--- src/rtl/io_port_pkg.sv ---
// Shared constants for the port-mapped IO responder: default port addresses,
// status/control bit positions and the status-word packing helper.
package io_port_pkg;

  localparam logic [7:0] DEF_OUT_PORT  = 8'd2;
  localparam logic [7:0] DEF_IN_PORT   = 8'd3;
  localparam logic [7:0] DEF_STAT_PORT = 8'd4;
  localparam logic [7:0] DEF_CTRL_PORT = 8'd5;

  localparam int STAT_OVF     = 7;
  localparam int STAT_UNF     = 6;
  localparam int STAT_FULL    = 5;
  localparam int STAT_EMPTY   = 4;
  localparam int STAT_CNT_LSB = 0;

  localparam int CTRL_CLR   = 0;
  localparam int CTRL_FLUSH = 1;

  function automatic logic [15:0] pack_status(input logic ovf, input logic unf,
                                              input logic full, input logic empty,
                                              input logic [3:0] cnt);
    logic [15:0] s;
    s = '0;
    s[STAT_OVF]            = ovf;
    s[STAT_UNF]            = unf;
    s[STAT_FULL]           = full;
    s[STAT_EMPTY]          = empty;
    s[STAT_CNT_LSB +: 4]   = cnt;
    return s;
  endfunction

endpackage

--- src/rtl/io_fifo.sv ---
// Small synchronous byte FIFO with occupancy count and a flush that wins over
// any push or pop in the same cycle.
module io_fifo #(
  parameter  int DEPTH = 4,
  localparam int PTR_W = $clog2(DEPTH),
  localparam int CNT_W = $clog2(DEPTH + 1)
) (
  input  logic             clk,
  input  logic             rst,
  input  logic             push,
  input  logic             pop,
  input  logic             flush,
  input  logic [7:0]       din,
  output logic [7:0]       head,
  output logic [CNT_W-1:0] count,
  output logic             full,
  output logic             empty
);

  logic [7:0]       mem [DEPTH];
  logic [PTR_W-1:0] wr_ptr;
  logic [PTR_W-1:0] rd_ptr;
  logic             do_push;
  logic             do_pop;

  assign full    = (count == CNT_W'(DEPTH));
  assign empty   = (count == '0);
  assign do_push = push & ~full & ~flush;
  assign do_pop  = pop & ~empty & ~flush;
  assign head    = mem[rd_ptr];

  // Pointers wrap naturally because DEPTH is a power of two.
  always_ff @(posedge clk or posedge rst) begin
    if (rst) begin
      wr_ptr <= '0;
      rd_ptr <= '0;
      count  <= '0;
    end else if (flush) begin
      wr_ptr <= '0;
      rd_ptr <= '0;
      count  <= '0;
    end else begin
      if (do_push) wr_ptr <= wr_ptr + 1'b1;
      if (do_pop)  rd_ptr <= rd_ptr + 1'b1;
      case ({do_push, do_pop})
        2'b10:   count <= count + 1'b1;
        2'b01:   count <= count - 1'b1;
        default: count <= count;
      endcase
    end
  end

  always_ff @(posedge clk) begin
    if (do_push) mem[wr_ptr] <= din;
  end

endmodule

--- src/rtl/io_port_responder.sv ---
// Peripheral-side responder for the CPU IO bus: output register, input FIFO
// popped through a port, sticky status flags and a control port.
module io_port_responder
  import io_port_pkg::*;
#(
  parameter int         FIFO_DEPTH = 4,
  parameter logic [7:0] OUT_PORT   = DEF_OUT_PORT,
  parameter logic [7:0] IN_PORT    = DEF_IN_PORT,
  parameter logic [7:0] STAT_PORT  = DEF_STAT_PORT,
  parameter logic [7:0] CTRL_PORT  = DEF_CTRL_PORT
) (
  input  logic        clk,
  input  logic        ExternalReset,
  input  logic        ReadIO,
  input  logic        WriteIO,
  input  logic [7:0]  portadress,
  input  logic [15:0] aluout,
  output logic [15:0] IO_datain,
  output logic        IO_ready,
  input  logic [7:0]  in,
  input  logic        in_valid,
  output logic        in_ready,
  output logic [7:0]  out,
  output logic        out_strobe
);

  localparam int CNT_W = $clog2(FIFO_DEPTH + 1);

  logic             rd_req_p1;
  logic             wr_req_p1;
  logic             rd_start;
  logic             wr_start;
  logic             rd_go;
  logic             sel_out;
  logic             sel_in;
  logic             sel_stat;
  logic             sel_ctrl;
  logic             clr_flags;
  logic             flush;
  logic             push;
  logic             pop;
  logic             ovf_evt;
  logic             unf_evt;
  logic             overflow;
  logic             underflow;
  logic [7:0]       head;
  logic [CNT_W-1:0] count;
  logic             full;
  logic             empty;
  logic [15:0]      rd_data;
  logic             unused_bits;

  assign unused_bits = ^aluout[15:8];

  // Only the first cycle of a level request counts; a write masks a
  // simultaneous read.
  assign rd_start = ReadIO & ~rd_req_p1;
  assign wr_start = WriteIO & ~wr_req_p1;
  assign rd_go    = rd_start & ~wr_start;

  assign sel_out  = (portadress == OUT_PORT);
  assign sel_in   = (portadress == IN_PORT);
  assign sel_stat = (portadress == STAT_PORT);
  assign sel_ctrl = (portadress == CTRL_PORT);

  assign clr_flags = wr_start & sel_ctrl & aluout[CTRL_CLR];
  assign flush     = wr_start & sel_ctrl & aluout[CTRL_FLUSH];

  // in_ready comes from registered full, so a pop from full cannot admit a byte.
  assign in_ready = ~full;
  assign push     = in_valid & ~full & ~flush;
  assign ovf_evt  = in_valid & full & ~flush;
  assign pop      = rd_go & sel_in & ~empty;
  assign unf_evt  = rd_go & sel_in & empty;

  io_fifo #(
    .DEPTH (FIFO_DEPTH)
  ) u_fifo (
    .clk   (clk),
    .rst   (ExternalReset),
    .push  (push),
    .pop   (pop),
    .flush (flush),
    .din   (in),
    .head  (head),
    .count (count),
    .full  (full),
    .empty (empty)
  );

  always_comb begin
    rd_data = '0;
    if (sel_in && !empty) begin
      rd_data = {8'd0, head};
    end else if (sel_stat) begin
      rd_data = pack_status(overflow, underflow, full, empty, 4'(count));
    end
  end

  // Stage p1: request history, read response, output register and flags.
  always_ff @(posedge clk or posedge ExternalReset) begin
    if (ExternalReset) begin
      rd_req_p1  <= 1'b0;
      wr_req_p1  <= 1'b0;
      IO_datain  <= '0;
      IO_ready   <= 1'b0;
      out        <= '0;
      out_strobe <= 1'b0;
      overflow   <= 1'b0;
      underflow  <= 1'b0;
    end else begin
      rd_req_p1  <= ReadIO;
      wr_req_p1  <= WriteIO;
      IO_ready   <= rd_go;
      out_strobe <= wr_start & sel_out;
      if (rd_go) IO_datain <= rd_data;
      if (wr_start && sel_out) out <= aluout[7:0];
      overflow   <= ovf_evt | (overflow & ~clr_flags);
      underflow  <= unf_evt | (underflow & ~clr_flags);
    end
  end

endmodule

--- config.mk ---
export PLATFORM = sky130hd
export DESIGN_NAME = io_port_responder
export DESIGN_NICKNAME = d
export VERILOG_FILES = /design/src/rtl/io_port_pkg.sv /design/src/rtl/io_fifo.sv /design/src/rtl/io_port_responder.sv
export SDC_FILE = /design/constraint.sdc
export NUM_CORES = 1
export LEC_CHECK = 0
export BUFFER_PORTS_ARGS = -buffer_cell sky130_fd_sc_hd__buf_2
export CELL_PAD_IN_SITES_DETAIL_PLACEMENT = 0
export CELL_PAD_IN_SITES_GLOBAL_PLACEMENT = 1
export CORE_ASPECT_RATIO = 0.9
export CORE_MARGIN = 3
export CORE_UTILIZATION = 48
export CTS_BUF_LIST = sky130_fd_sc_hd__clkbuf_4 sky130_fd_sc_hd__clkbuf_8
export DETAILED_ROUTE_END_ITERATION = 10
export PLACE_DENSITY_LB_ADDON = 0.2
export SYNTH_ARGS = -nofsm -noshare
export SYNTH_HDL_FRONTEND = slang
export SYNTH_SLANG_ARGS = --single-unit
--- constraint.sdc ---
create_clock -name clk -period 7.32 [get_ports clk]
set_input_delay 1.464 -clock clk [delete_from_list [all_inputs] [get_ports clk]]
set_output_delay 1.464 -clock clk [all_outputs]
set_load 0.03 [all_outputs]
==> results.env <==
STATUS='finished clean'
SYNTH.YOSYS.WARNINGS=0
GRT_FIRST_PASS_WIRELENGTH_UM=8020
FINAL_MAX_SLEW_VIOL_COUNT=0
NETLIST.AREA_LEADER.SHARE_PCT=36.3
MAX_ROOT_SINK_BUFFERS=2
DIE_AREA_UM2=6440
STARTPOINT_TYPE='input pin'
AVGSYNTHCELLAREA_UM2=14.6
CTS_TREE='yes'
CRITICAL_PATH.TOP_DELAY_FAMILY='simple AND/OR/NAND/NOR gates'
RSZ0062_AT_GRT='false'
FINISH.UTILIZATION_PCT=61.0
GP_CONGESTION=0.786
R2R.WORST_PATH.CELLS=9
CRITICAL_PATH_PEAK_FANOUT=10
GR-USAGE-ALL-LAYERS_PCT=16.4
WORSTREG2REGEND='u_fifo.count[2]'
POST-SYNTH-TOP-AREA-CELL='sky130_fd_sc_hd__edfxtp_1'
TIMING.MAX_SLEW.REL_SLACK_PCT=27.9
CTS-HTREE-LEVELS=3
CTS-RESIZED-GATES=0
LEAKAGE_uW=0.00139
CLK_PIN_SLEW_WORST_PATHS_NS=0.06
YS.FLOP_TYPE='sky130_fd_sc_hd__edfxtp_1'
HOLDBUFCOUNTCTS=0
TOTALWIRELENGTH_UM=4920
IOS=64
DIE_WIDTH_UM=84.2
WORST_PATH_CELL_WITH_THE_LONGEST_STAGE_DELAY='sky130_fd_sc_hd__or4_4'
TIMING.CRITICAL_PATH.CELLS='buf_2, or4_4, nor4b_4, and2_1, nor2b_1, fa_1, nor2_1, mux2i_1, mux2i_1'
REPORT.FINAL.HOLD_VIOL_COUNT=0
CRITICAL_PATH.ENDPOINT='u_fifo.count[2]'
LAYOUT-DRIVE-GT1-SHARE_PCT=35.7
SYNTH_SEQ_CELLS=61
POWERDENSITY_nW_PER_UM2=288
POST-SYNTH-TOP-COUNT-CELL='sky130_fd_sc_hd__edfxtp_1'
POSTSYNTHCELLCOUNT=181
START_UTIL_PCT=52.1
CP_NUM_CELLS=9
R2R-START='wr_req_p1'
CRITICAL_PATH_ARRIVAL_NS=3.81
GLOBALROUTE.TOTALOVERFLOW=0
PLACEMENTROWS=24
FINALCLOCKSKEW_NS=0.00539
FIN_TNS_SETUP_NS=0
VIA_PER_INST=5.20
FLOORPLAN.CORE_AREA_UM2=5070
AREAGROWTHSYNTHTOFINISH_PCT=17.1
VIAS=1575
WORST_HOLD_PATH_TYPE='flip-flop to flip-flop'
YOSYS-TOP-CELLS-COUNT='sky130_fd_sc_hd__edfxtp_1 (32), sky130_fd_sc_hd__dfrtp_1 (29), sky130_fd_sc_hd__nand2_1 (16)'
POWER.IR.VDD_WORST_uV=204
SETUP_VIOL_COUNT_FINAL=0
YOSYS-TOP-CELLS-AREA='sky130_fd_sc_hd__edfxtp_1 (36%), sky130_fd_sc_hd__dfrtp_1 (27%), sky130_fd_sc_hd__mux4_2 (6.8%), sky130_fd_sc_hd__mux2_2 (3.4%), sky130_fd_sc_hd__buf_4 (2.6%)'
ANT_NETS=0
CRITICAL_PATH_CLASS='input pin to flip-flop'
CLK_LATENCY_NS=0.33
REGTOREGSETUPSLACK_NS=4.65
DRC_ERRORS=0
GRT_ANTENNA_BEFORE_REPAIR=0
FIN_CRIT_NS=3.56
EDFF_COUNT_SYNTH=32
WL_PER_INSTANCE_UM=16.3
WORST_SETUP_PATH_END_KIND='flip-flop'
TOTAL_SETUP_BUFFERS_INSERTED_AFTER_CTS=0
INSERTEDDIODECOUNT=0
FINAL_NETS=275
POST_SYNTH_CELL_TYPES=39
MAX_FREQ_GHz=0.281
CRITPATHMOSTFREQUENTCELL='sky130_fd_sc_hd__mux2i_1'
SYN-CELL-AREA_UM2=2640
ASYNC_FLOP_SHARE_PCT=47.5
VIA_COUNT_OF_THE_FIRST_GLOBAL_ROUTING_PASS=1596
DPL.HPWL_UM=3660
WORSTSETUPSTARTPOINT='portadress[4]'
GRT_START_MAX_NET_PINS=30
DIEHEIGHT_UM=76.4
IO_BUFFERS=47
CTS.ROOT.BUFFER_CELL='sky130_fd_sc_hd__clkbuf_8'
FIN_CRIT_SH_PCT=48.6
SYNTH-SEQ-AREA-SHARE_PCT=63.8
MAXCAPVIOLATIONS=0
WORST-SLEW-PIN-TRANSITION_NS=1.08
DRTPASS1ITERATIONS=4
NUMCTSBUFFERS=9
ITERATION_0_DRC_COUNT_OF_THE_DETAILED_ROUTER=86
CTS.SINK_COUNT=61
CRITICAL_PATH_BUF_INV_COUNT=1
WORST_EP_REQUIRED_TIME_NS=7.57
CRIT_PATH_MAX_INCR_DELAY_NS=0.57
-- sequential cells by signal, summed over array words and instances (netlist names) --
signal,cells
wr_req_p1,1
rd_req_p1,1
u_fifo.wr_ptr,2
u_fifo.mem,32
underflow,1
overflow,1
out,8
IO_datain,8
IO_ready,1
out_strobe,1
u_fifo.rd_ptr,2
u_fifo.count,3
-- worst min-delay path by stage --
stage | from | endpoint | slack, ns | cells after the start
after global routing | IO_datain[2] | IO_datain[2] | 0.52 | 2
after floorplan | underflow | underflow | 0.45 | 2
after CTS | underflow | underflow | 0.49 | 2
after detailed placement | underflow | underflow | 0.47 | 2
final | IO_datain[2] | IO_datain[2] | 0.49 | 2
after global placement | IO_datain[4] | IO_datain[4] | 0.45 | 2
-- cells by family after synthesis --
family | after synthesis | synth area share [%]
compound gates | 10 | 2.89
xor+xnor | 4 | 1.33
fa+ha+maj | 5 | 2.65
buf+inv | 19 | 3.97
flops | 61 | 63.8
mux | 20 | 11.7
other cells | 1 | 0.142
simple gates | 61 | 13.5
-- worst register-to-register path: cells and delay by family, from the launching register on --
family / cells / cell delay (ns)
fa+ha+maj: 1 / 0.40
buf+inv: 1 / 0.24
flops: 1 / 0.35
mux: 2 / 0.37
simple gates: 5 / 1.25
-- through the flow --
step | cell area (µm²) | hold WS, ns | power, µW | worst slack [ns] | instances
finish | 3100 | 0.488 | 892 | 3.76 | 303
CTS | 3100 | 0.493 | 901 | 3.79 | 303
global placement | 2900 | 0.449 | 602 | 3.50 | 287
floorplan | 2670 | 0.448 | 565 | 3.86 | 188
detailed placement | 2900 | 0.475 | 618 | 3.44 | 287
global route | 3100 | 0.520 | 940 | 3.52 | 303
-- cell usage in the layout, fill, tap and decap left out, types with 2 or more instances in the layout --
cell type and n:
sky130_fd_sc_hd__dfrtp_1 29, sky130_fd_sc_hd__nor3_1 2, sky130_fd_sc_hd__and3_1 6, sky130_fd_sc_hd__edfxtp_1 32, sky130_fd_sc_hd__mux2i_1 4, sky130_fd_sc_hd__mux4_2 8
sky130_fd_sc_hd__clkbuf_4 2, sky130_fd_sc_hd__xnor2_1 3, sky130_fd_sc_hd__a22oi_1 4, sky130_fd_sc_hd__buf_2 47, sky130_fd_sc_hd__mux2_2 8, sky130_fd_sc_hd__inv_1 5
sky130_fd_sc_hd__ha_1 4, sky130_fd_sc_hd__nand2b_1 4, sky130_fd_sc_hd__nor4_1 3, sky130_fd_sc_hd__clkbuf_8 9, sky130_fd_sc_hd__a221oi_1 2, sky130_fd_sc_hd__nand2_1 16
sky130_fd_sc_hd__nor2_1 12, sky130_fd_sc_hd__and2_1 3, sky130_fd_sc_hd__clkinv_2 3, sky130_fd_sc_hd__nand3_1 5, sky130_fd_sc_hd__conb_1 8
-- routing by layer --
metal / part of all wire, % / up-vias / global-route usage (%)
li1: - / 753 / -
met1: 43 / 760 / 22.0
met2: 49 / 60 / 24.9
met3: 7.2 / 2 / 5.95
met4: 0.47 / 0 / 4.82
met5: 0 / - / 0
-- report_power, final --
| group | total [µW] | switching, µW | internal (µW) |
|---|---|---|---|
| clock | 283 | 120 | 163 |
| combinational | 153 | 93.6 | 59.1 |
| sequential | 456 | 34.2 | 422 |
-- cell type report --
type,count,area (µm²)
Sequential cell,61,1690
Timing Repair Buffer,47,235
Tap cell,65,81.3
Inverter,6,22.5
Multi-Input combinational cell,108,878
Fill cell,406,1980
Clock inverter,5,52.6
Clock buffer,11,139
(Power assumes the default switching activity.)
